==> src/rtl/icache_mem_arbiter.sv <==
// Instruction-side memory port arbiter: icache demand misses take priority over a small
// prefetch FIFO, and a tag table routes each returning line back to the icache as a fill.
module icache_mem_arbiter #(
  parameter int PF_DEPTH = 4,
  parameter int NUM_TAGS = 15
) (
  input  logic        clock,
  input  logic        reset,
  input  logic        demand_valid,
  input  logic [31:0] demand_addr,
  output logic        demand_ready,
  input  logic        pref_valid,
  input  logic [31:0] pref_addr,
  output logic        pref_ready,
  input  logic        dmem_claim,
  output logic [1:0]  proc2mem_command,
  output logic [31:0] proc2mem_addr,
  input  logic [3:0]  mem2proc_transaction_tag,
  input  logic [3:0]  mem2proc_data_tag,
  input  logic [63:0] mem2proc_data,
  output logic        fill_valid,
  output logic [31:0] fill_addr,
  output logic [63:0] fill_data,
  output logic        fill_is_prefetch,
  output logic [3:0]  outstanding_cnt,
  output logic        tag_err
);
  localparam int PTR_W = $clog2(PF_DEPTH);
  localparam logic [1:0] CMD_NONE = 2'd0;
  localparam logic [1:0] CMD_LOAD = 2'd1;
  localparam logic [PTR_W:0] PTR_ONE = {{PTR_W{1'b0}}, 1'b1};

  logic [31:0]       fifo_q [PF_DEPTH];
  logic [31:0]       fifo_d [PF_DEPTH];
  logic [PTR_W:0]    wr_ptr_q, wr_ptr_d, rd_ptr_q, rd_ptr_d;
  logic [NUM_TAGS:0] valid_q, valid_d, is_pf_q, is_pf_d;
  logic [31:0]       addr_q [NUM_TAGS+1];
  logic [31:0]       addr_d [NUM_TAGS+1];
  logic              fill_valid_q, fill_valid_d, fill_is_pf_q, fill_is_pf_d;
  logic [31:0]       fill_addr_q, fill_addr_d;
  logic [63:0]       fill_data_q, fill_data_d;
  logic [3:0]        cnt_q, cnt_d;
  logic              tag_err_q, tag_err_d;

  logic [31:0]       demand_line, pref_line, head_line, req_addr;
  logic [PTR_W:0]    occupancy;
  logic              fifo_empty, fifo_full;
  logic [NUM_TAGS:0] demand_match, head_match;
  logic [1:0]        cmd;
  logic              req_is_pf, demand_ok, promote, pop, push, accept;
  logic              unused_offset_bits;

  assign demand_line = {demand_addr[31:3], 3'b000};
  assign pref_line   = {pref_addr[31:3], 3'b000};
  assign head_line   = fifo_q[rd_ptr_q[PTR_W-1:0]];
  assign occupancy   = wr_ptr_q - rd_ptr_q;
  assign fifo_full   = occupancy[PTR_W];
  assign fifo_empty  = (occupancy == '0);
  assign unused_offset_bits = ^{demand_addr[2:0], pref_addr[2:0]};

  always_comb begin
    demand_match = '0;
    head_match   = '0;
    for (int i = 1; i <= NUM_TAGS; i++) begin
      demand_match[i] = valid_q[i] && (addr_q[i] == demand_line);
      head_match[i]   = valid_q[i] && (addr_q[i] == head_line);
    end
  end

  // Demand beats prefetch; a line already in flight never gets a second LOAD.
  always_comb begin
    cmd       = CMD_NONE;
    req_addr  = '0;
    req_is_pf = 1'b0;
    demand_ok = 1'b0;
    promote   = 1'b0;
    pop       = 1'b0;
    if (!dmem_claim) begin
      if (demand_valid) begin
        if (|demand_match) begin
          demand_ok = 1'b1;
          promote   = 1'b1;
        end else begin
          cmd       = CMD_LOAD;
          req_addr  = demand_line;
          demand_ok = (mem2proc_transaction_tag != 4'd0);
        end
      end else if (!fifo_empty) begin
        if (|head_match) begin
          pop = 1'b1;
        end else begin
          cmd       = CMD_LOAD;
          req_addr  = head_line;
          req_is_pf = 1'b1;
          pop       = (mem2proc_transaction_tag != 4'd0);
        end
      end
    end
  end

  assign accept = (cmd == CMD_LOAD) && (mem2proc_transaction_tag != 4'd0);
  assign push   = pref_valid && (!fifo_full || pop);

  always_comb begin
    fifo_d   = fifo_q;
    wr_ptr_d = wr_ptr_q;
    rd_ptr_d = rd_ptr_q;
    if (push) begin
      fifo_d[wr_ptr_q[PTR_W-1:0]] = pref_line;
      wr_ptr_d = wr_ptr_q + PTR_ONE;
    end
    if (pop) begin
      rd_ptr_d = rd_ptr_q + PTR_ONE;
    end
  end

  // Promote, then free the returning tag, then allocate: a tag may be reused in the cycle it returns.
  always_comb begin
    valid_d      = valid_q;
    is_pf_d      = is_pf_q;
    addr_d       = addr_q;
    tag_err_d    = tag_err_q;
    fill_valid_d = 1'b0;
    fill_addr_d  = fill_addr_q;
    fill_data_d  = fill_data_q;
    fill_is_pf_d = fill_is_pf_q;
    if (promote) begin
      is_pf_d = is_pf_q & ~demand_match;
    end
    if (mem2proc_data_tag != 4'd0) begin
      if (valid_q[mem2proc_data_tag]) begin
        fill_valid_d = 1'b1;
        fill_addr_d  = addr_q[mem2proc_data_tag];
        fill_data_d  = mem2proc_data;
        fill_is_pf_d = is_pf_d[mem2proc_data_tag];
        valid_d[mem2proc_data_tag] = 1'b0;
      end else begin
        tag_err_d = 1'b1;
      end
    end
    if (accept) begin
      if (valid_d[mem2proc_transaction_tag]) begin
        tag_err_d = 1'b1;
      end
      valid_d[mem2proc_transaction_tag] = 1'b1;
      addr_d[mem2proc_transaction_tag]  = req_addr;
      is_pf_d[mem2proc_transaction_tag] = req_is_pf;
    end
    cnt_d = 4'($countones(valid_d));
  end

  always_ff @(posedge clock or posedge reset) begin
    if (reset) begin
      for (int i = 0; i < PF_DEPTH; i++) fifo_q[i] <= '0;
      for (int i = 0; i <= NUM_TAGS; i++) addr_q[i] <= '0;
      wr_ptr_q     <= '0;
      rd_ptr_q     <= '0;
      valid_q      <= '0;
      is_pf_q      <= '0;
      fill_valid_q <= 1'b0;
      fill_addr_q  <= '0;
      fill_data_q  <= '0;
      fill_is_pf_q <= 1'b0;
      cnt_q        <= '0;
      tag_err_q    <= 1'b0;
    end else begin
      fifo_q       <= fifo_d;
      addr_q       <= addr_d;
      wr_ptr_q     <= wr_ptr_d;
      rd_ptr_q     <= rd_ptr_d;
      valid_q      <= valid_d;
      is_pf_q      <= is_pf_d;
      fill_valid_q <= fill_valid_d;
      fill_addr_q  <= fill_addr_d;
      fill_data_q  <= fill_data_d;
      fill_is_pf_q <= fill_is_pf_d;
      cnt_q        <= cnt_d;
      tag_err_q    <= tag_err_d;
    end
  end

  // Combinational outputs are forced idle while reset is held so nothing issues mid-reset.
  assign proc2mem_command = reset ? CMD_NONE : cmd;
  assign proc2mem_addr    = reset ? 32'd0 : req_addr;
  assign demand_ready     = !reset && demand_ok;
  assign pref_ready       = reset || !fifo_full;
  assign fill_valid       = fill_valid_q;
  assign fill_addr        = fill_addr_q;
  assign fill_data        = fill_data_q;
  assign fill_is_prefetch = fill_is_pf_q;
  assign outstanding_cnt  = cnt_q;
  assign tag_err          = tag_err_q;
endmodule

==> config.mk <==
export PLATFORM = sky130hd
export DESIGN_NAME = icache_mem_arbiter
export DESIGN_NICKNAME = d
export VERILOG_FILES = /design/src/rtl/icache_mem_arbiter.sv
export SDC_FILE = /design/constraint.sdc
export NUM_CORES = 2
export LEC_CHECK = 0
export CORE_UTILIZATION = 30
export DETAILED_ROUTE_END_ITERATION = 7
export PLACE_DENSITY = 0.52
export SLEW_MARGIN = 40
export SYNTH_ARGS = -nofsm -noshare
export SYNTH_HDL_FRONTEND = slang
export SYNTH_SLANG_ARGS = --single-unit
export TNS_END_PERCENT = 1
==> constraint.sdc <==
create_clock -name clock -period 28.7 [get_ports clock]
set_clock_uncertainty 0.2 [all_clocks]
set_input_delay 7.175 -clock clock [delete_from_list [all_inputs] [get_ports clock]]
set_output_delay 7.175 -clock clock [all_outputs]
set_load 0.005 [all_outputs]
# --- Yosys cells after proc, flatten, opt, wreduce, memory -nomap -nowiden ---
# Index checks and enable logic that the tools add are counted.
classes:
  n_addsub: 18
  mul: 0
  div: 0
  magnitude_cmp: 10
  eq_ne: 31
  shifts: 0
  muxes: 60
  bitwise: 9
  reduce_logical: 47
ops:
  columns: ["cell", "n"]
  rows:
  - ["$eq A32 B32 Y1", 30]
  - ["$bwmux W512", 1]
  - ["$mux W32", 12]
  - ["$bmux W32 S4", 1]
  - ["$bwmux W128", 1]
  - ["$demux W32 S4", 1]
  - ["$mux W16", 5]
  - ["$bmux W32 S2", 1]
  - ["$demux W32 S2", 1]
  - ["$logic_and A1 B1 Y1", 37]
  - ["$and A16 B16 Y16", 2]
  - ["$not A16 Y16", 2]
  - ["$reduce_or A15 Y1", 2]
  - ["$mux W1", 28]
  - ["$add A1 B1 Y2", 8]
  - ["$bwmux W16", 1]
  - ["$or A16 B16 Y16", 1]
  - ["$add A2 B2 Y3", 4]
  - ["$bmux W1 S4", 3]
  - ["$ge A5 B5 Y1 const B", 2]
  - ["$lt A4 B5 Y1 const B", 2]
  - ["$not A4 Y5", 2]
  - ["$add A3 B3 Y4", 2]
  - ["$demux W1 S4", 2]
  - ["15 further kinds", 24]
totals:
  regBits: 781
  latch_bits: 0
  ram_bits: 0
  mem_bits_ro: 0
  inputBits: 141
  word_cells: 205
  n_memories: 0

# --- Longest topological paths before layout ---
logic_depth:
  depth_word: 18
  mapped_depth: 26
  depth_no_buf: 21

# --- Worst setup path after synthesis ---
# OpenSTA, ideal clock, no wires.
synth_path:
  kind: "input to output"
  from: "input reset"
  to: "output pref_ready"
  arrival_time_ns: 22.530
  t_required_ns: 21.325
  slack_ns: -1.205
  stages: 2
  path_cell_list: "inv_1 nand2_1"
synth_via:
  elab_chain_len: 1
synth_lines:
  columns: ["element", "line_no", "source"]
  rows:
  - ["start, declared", "8", "input logic reset,"]
  - ["$logic_or A1 B1 Y1", "186", "assign pref_ready = reset || !fifo_full;"]
  - ["end, declared", "14", "output logic pref_ready,"]
# No other way between the ends.

# --- Worst setup path in the final report ---
layout_path:
  from: "input demand_addr[22]"
  to: "output proc2mem_addr[8]"
layout_via:
  elab_chain_len: 7
  word_cells_on_any_way: 35
layout_lines:
  columns: ["element", "line_no", "source"]
  rows:
  - ["start, declared", "10", "input logic [31:0] demand_addr,"]
  - ["$eq A32 B32 Y1", "65", "demand_match[i] = valid_q[i] && (addr_q[i] == demand_line);"]
  - ["$logic_and A1 B1 Y1", "65", null]
  - ["$reduce_or A15 Y1 *", "80", "if (|demand_match) begin"]
  - ["$mux W32 *", "80", null]
  - ["$mux W32 *", "79", "if (demand_valid) begin"]
  - ["$mux W32 *", "78", "if (!dmem_claim) begin"]
  - ["$mux W32 *", "184", "assign proc2mem_addr = reset ? 32'd0 : req_addr;"]
  - ["end, declared", "17", "output logic [31:0] proc2mem_addr,"]
# Every way passes the cells marked *; elsewhere a longest branch is shown, timed or not.

==> flow_metrics.py <==
metrics = {
    "outcome": {
        "status": "finished, violations left",
        "violations": "DRC",
    },
    "die": {
        "die_h_um": 424,
        "die_w_um": 424,
        "core-area_mm2": 0.176,
        "die_area_mm2": 0.180,
        "rows": 154,
        "io_pins": 280,
        "initial_core_util_pct": 30.3,
    },
    "clock_tree": {
        "cts_hold_repair.buffers": 0,
        "clock_path_buffers": 3,
        "cts_buffers": 88,
        "cts.sinks": 718,
        "cts_tree": "built",
        "cts-resized-gates": 0,
        "cts_setup_buffers": 0,
        "htree_levels": 3,
        "clock-root-buffer": "clkbuf_16",
        "clk_pin_slew_ns": 0.06,
        "clk_latency_ns": 0.79,
    },
    "worst_setup_path": {
        "cp-start-kind": "input port",
        "path_cells": "buf_2 > buf_4 > xor2_1 > nor4_1 > nand3_1 > or4_1 > nand4_1 > nor4_2 > and2_4 > buf_4 > buf_4 > nand2_1 > a21oi_1 > clkdlybuf4s50_1",
        "slowest_stage": "buf_4",
        "worst_path_most_repeated_cell": "buf_4",
        "worstPathRequired_ns": 21.32,
        "worst-setup-path-type": "in -> out",
        "slowest_delay_ns": 0.78,
        "end_kind": "primary output",
        "reg2reg_depth": 23,
        "cp_max_fo": 62,
        "cp.arrival_ns": 13.38,
    },
    "pwr": {
        "peakVddDrop_uv": 91.5,
        "p_per_area_mw_per_mm2": 96.9,
        "p_leak_nw": 19.7,
    },
    "layout": {
        "drive_above_1_share_pct": 14.3,
        "fillers": 18000,
        "finalNonFillerCells": 7836,
        "final_area_mm2": 0.0607,
        "nNetsFinal": 5581,
        "areaGrowthSynthToFinish_pct": 13.6,
    },
    "drt": {
        "met1_length_um": 121000,
        "drcViolationCount": 99,
        "routed_wl_um": 302000,
        "drt_iter0_drc": 7497,
        "wire_per_inst_um": 38.5,
        "wl_met2_um": 124000,
        "dr.max_layer_used": "met5",
        "drtPass1Iterations": 8,
        "vias": 50700,
        "ant_nets": 0,
        "wl_met3_um": 33400,
        "viasPerCell": 6.47,
    },
    "timing": {
        "rsz0062_at_grt": "false",
        "max_freq_mhz": 48.2,
        "setup_viol": 0,
        "hold_viol_final": 0,
        "worst_pin_slew_ns": 0.974,
        "max_slew_margin_pct": 34.5,
        "period_needed_ns": 20.76,
        "fin_crit_sh_pct": 72.3,
        "finalSetupTns_ns": 0,
        "drv_slew": 0,
    },
    "logic_synthesis": {
        "netlist_instances": 5562,
        "syn_area_per_cell_um2": 9.60,
        "synth_edf_count": 0,
        "synth_cell_type_count": 76,
        "synth_area_mm2": 0.0534,
        "synthArstFlopShare_pct": 100,
        "yosys_most_used_dff": "dfrtp_1",
        "ys_seq_area_share_pct": 33.6,
        "yosys_warnings": 0,
        "yosys_register_bits": 718,
    },
    "global_route": {
        "grt_pass1_wl_um": 414000,
        "grt_use_total_pct": 32.7,
        "grt-ovfl-total": 0,
        "grt_pass1_vias": 48000,
        "antenna_found_initial": 16,
        "grt_max_degree": 159,
    },
    "placement": {
        "hpwl_um": 203000,
        "io_buffer_count": 266,
        "gp_congestion": 1.05,
        "dpl_cell_area_mm2": 0.0576,
        "dp_cells": 7664,
    },
    "min_path": {
        "hold_depth": 0,
        "hold_path.class": "reg -> reg",
    },
    "run": {
        "drv_cap": 0,
    },
}
-- stage by stage --
| stage | setup WS [ns] | power [mW] | hold slack [ns] | utilization (%) |
|---|---|---|---|---|
| floorplan | 3.63 | 3.25 | 0.225 | - |
| global placement | 8.28 | 4.57 | 0.160 | 32.5 |
| detailed placement | 8.34 | 4.60 | 0.163 | 32.6 |
| CTS | 8.33 | 5.79 | 0.177 | 34.3 |
| global route | 8.04 | 6.03 | 0.180 | 34.4 |
| finish | 7.94 | 5.88 | 0.171 | 34.4 |
-- where the power goes --
group / switching [mW] / internal, mW
logic: 2.08 / 1.13
registers: 0.273 / 1.22
clock network: 0.525 / 0.654
-- cells by family (layout without fill, tap and decap cells) --
family | Yosys count | after routing | synth area share (%)
other | 1 | 17 | 0.00702
muxes | 300 | 300 | 10.1
adders and majority gates | 22 | 22 | 0.656
and+or+nand+nor | 1182 | 1182 | 12.2
buffers and inverters | 850 | 768 | 7.28
AOI/OAI and AO/OA | 1642 | 1642 | 22.2
DFF | 718 | 718 | 33.6
xor gates and xnor gates | 847 | 847 | 13.9
-- area by class of cell --
cell class | instances | area (um^2) | area share, %
Antenna cell | 10 | 25.0 | 0.0412
Clock inverter | 32 | 378 | 0.623
Multi-Input combinational cell | 4000 | 31900 | 52.5
Inverter | 131 | 495 | 0.816
Timing Repair Buffer | 479 | 4440 | 7.32
Clock buffer | 126 | 2560 | 4.23
Sequential cell | 718 | 18000 | 29.6
Tap cell | 2340 | 2930 | 4.82
-- worst max-delay path: cells and delay by family --
kind | cells | cell delay (ns)
AND/OR/NAND/NOR | 7 | 2.02
AO/OA/AOI/OAI | 1 | 0.32
XOR/XNOR | 1 | 0.47
buffers and inverters | 5 | 3.17
-- cells in the mapped netlist, types with 8 or more instances --
cell	number	area [um^2]
nor3_1	16	80.1
or4_1	15	113
a21oi_1	48	240
mux2_4	10	150
ha_1	12	150
xor2_1	390	3420
a22oi_1	10	75.1
buf_6	18	203
nor2b_1	12	75.1
dfrtp_1	718	18000
o211ai_1	875	6570
o22ai_1	35	219
buf_2	191	956
fa_1	10	200
nand3_2	27	270
and2_1	406	2540
mux2i_1	53	531
o21ai_1	11	55.1
xnor2_1	457	4000
o21a_1	8	60.1
buf_4	71	533
o2111ai_1	8	70.1
nand2_1	308	1160
nand4_1	131	820
a31oi_1	427	2670
inv_1	130	488
buf_1	29	109
nand3_1	57	285
nor2_1	60	225
mux2_2	56	631
a21boi_0	15	113
clkbuf_1	403	1510
mux4_2	181	4080
nor4_1	116	726
o221ai_1	8	70.1
nand2b_1	16	100
o21ai_0	63	315
o22ai_2	60	751
o31a_1	16	140
-- layout by cell type, fill, tap and decap left out, types with 35 or more instances in the layout --
cell type / instances
o211ai_1: 875
xor2_1: 390
and2_1: 405
nand3_1: 51
mux2_2: 56
nand2_1: 299
a21oi_1: 48
o21ai_0: 62
clkdlybuf4s50_1: 231
inv_1: 128
nor4_1: 111
clkbuf_16: 88
nand4_1: 131
o22ai_2: 60
dfrtp_1: 716
a31oi_1: 427
xnor2_1: 456
mux2i_1: 47
mux4_2: 181
o22ai_1: 35
buf_4: 179
nor2_1: 51
-- routing by layer --
metal / GRT usage [%] / vias to the layer above
li1: - / 20300
met1: 43.7 / 26100
met2: 45.7 / 3472
met3: 9.01 / 762
met4: 22.3 / 2
met5: 0 / -
-- path summary, 6_finish.rpt --
check                           startpoint            endpoint  slack (ns)
max                        demand_addr[22]    proc2mem_addr[8]        7.94
min                            addr_q[488]         addr_q[488]        0.17
max reg2reg                    rd_ptr_q[0]  outstanding_cnt[1]       19.16
min reg2reg                    addr_q[488]         addr_q[488]        0.17
max in group asynchronous            reset         addr_q[407]       18.36
min in group asynchronous            reset         addr_q[235]        6.76
-- flip-flops by register name, indices dropped and copies added (netlist names) --
signal,cells
outstanding_cnt,4
is_pf_q,16
fill_addr,29
rd_ptr_q,3
fill_valid,1
fill_data,64
tag_err,1
fill_is_prefetch,1
valid_q,16
addr_q,464
wr_ptr_q,3
fifo_q,116
Note: power is estimated with default switching activity, not from simulation.
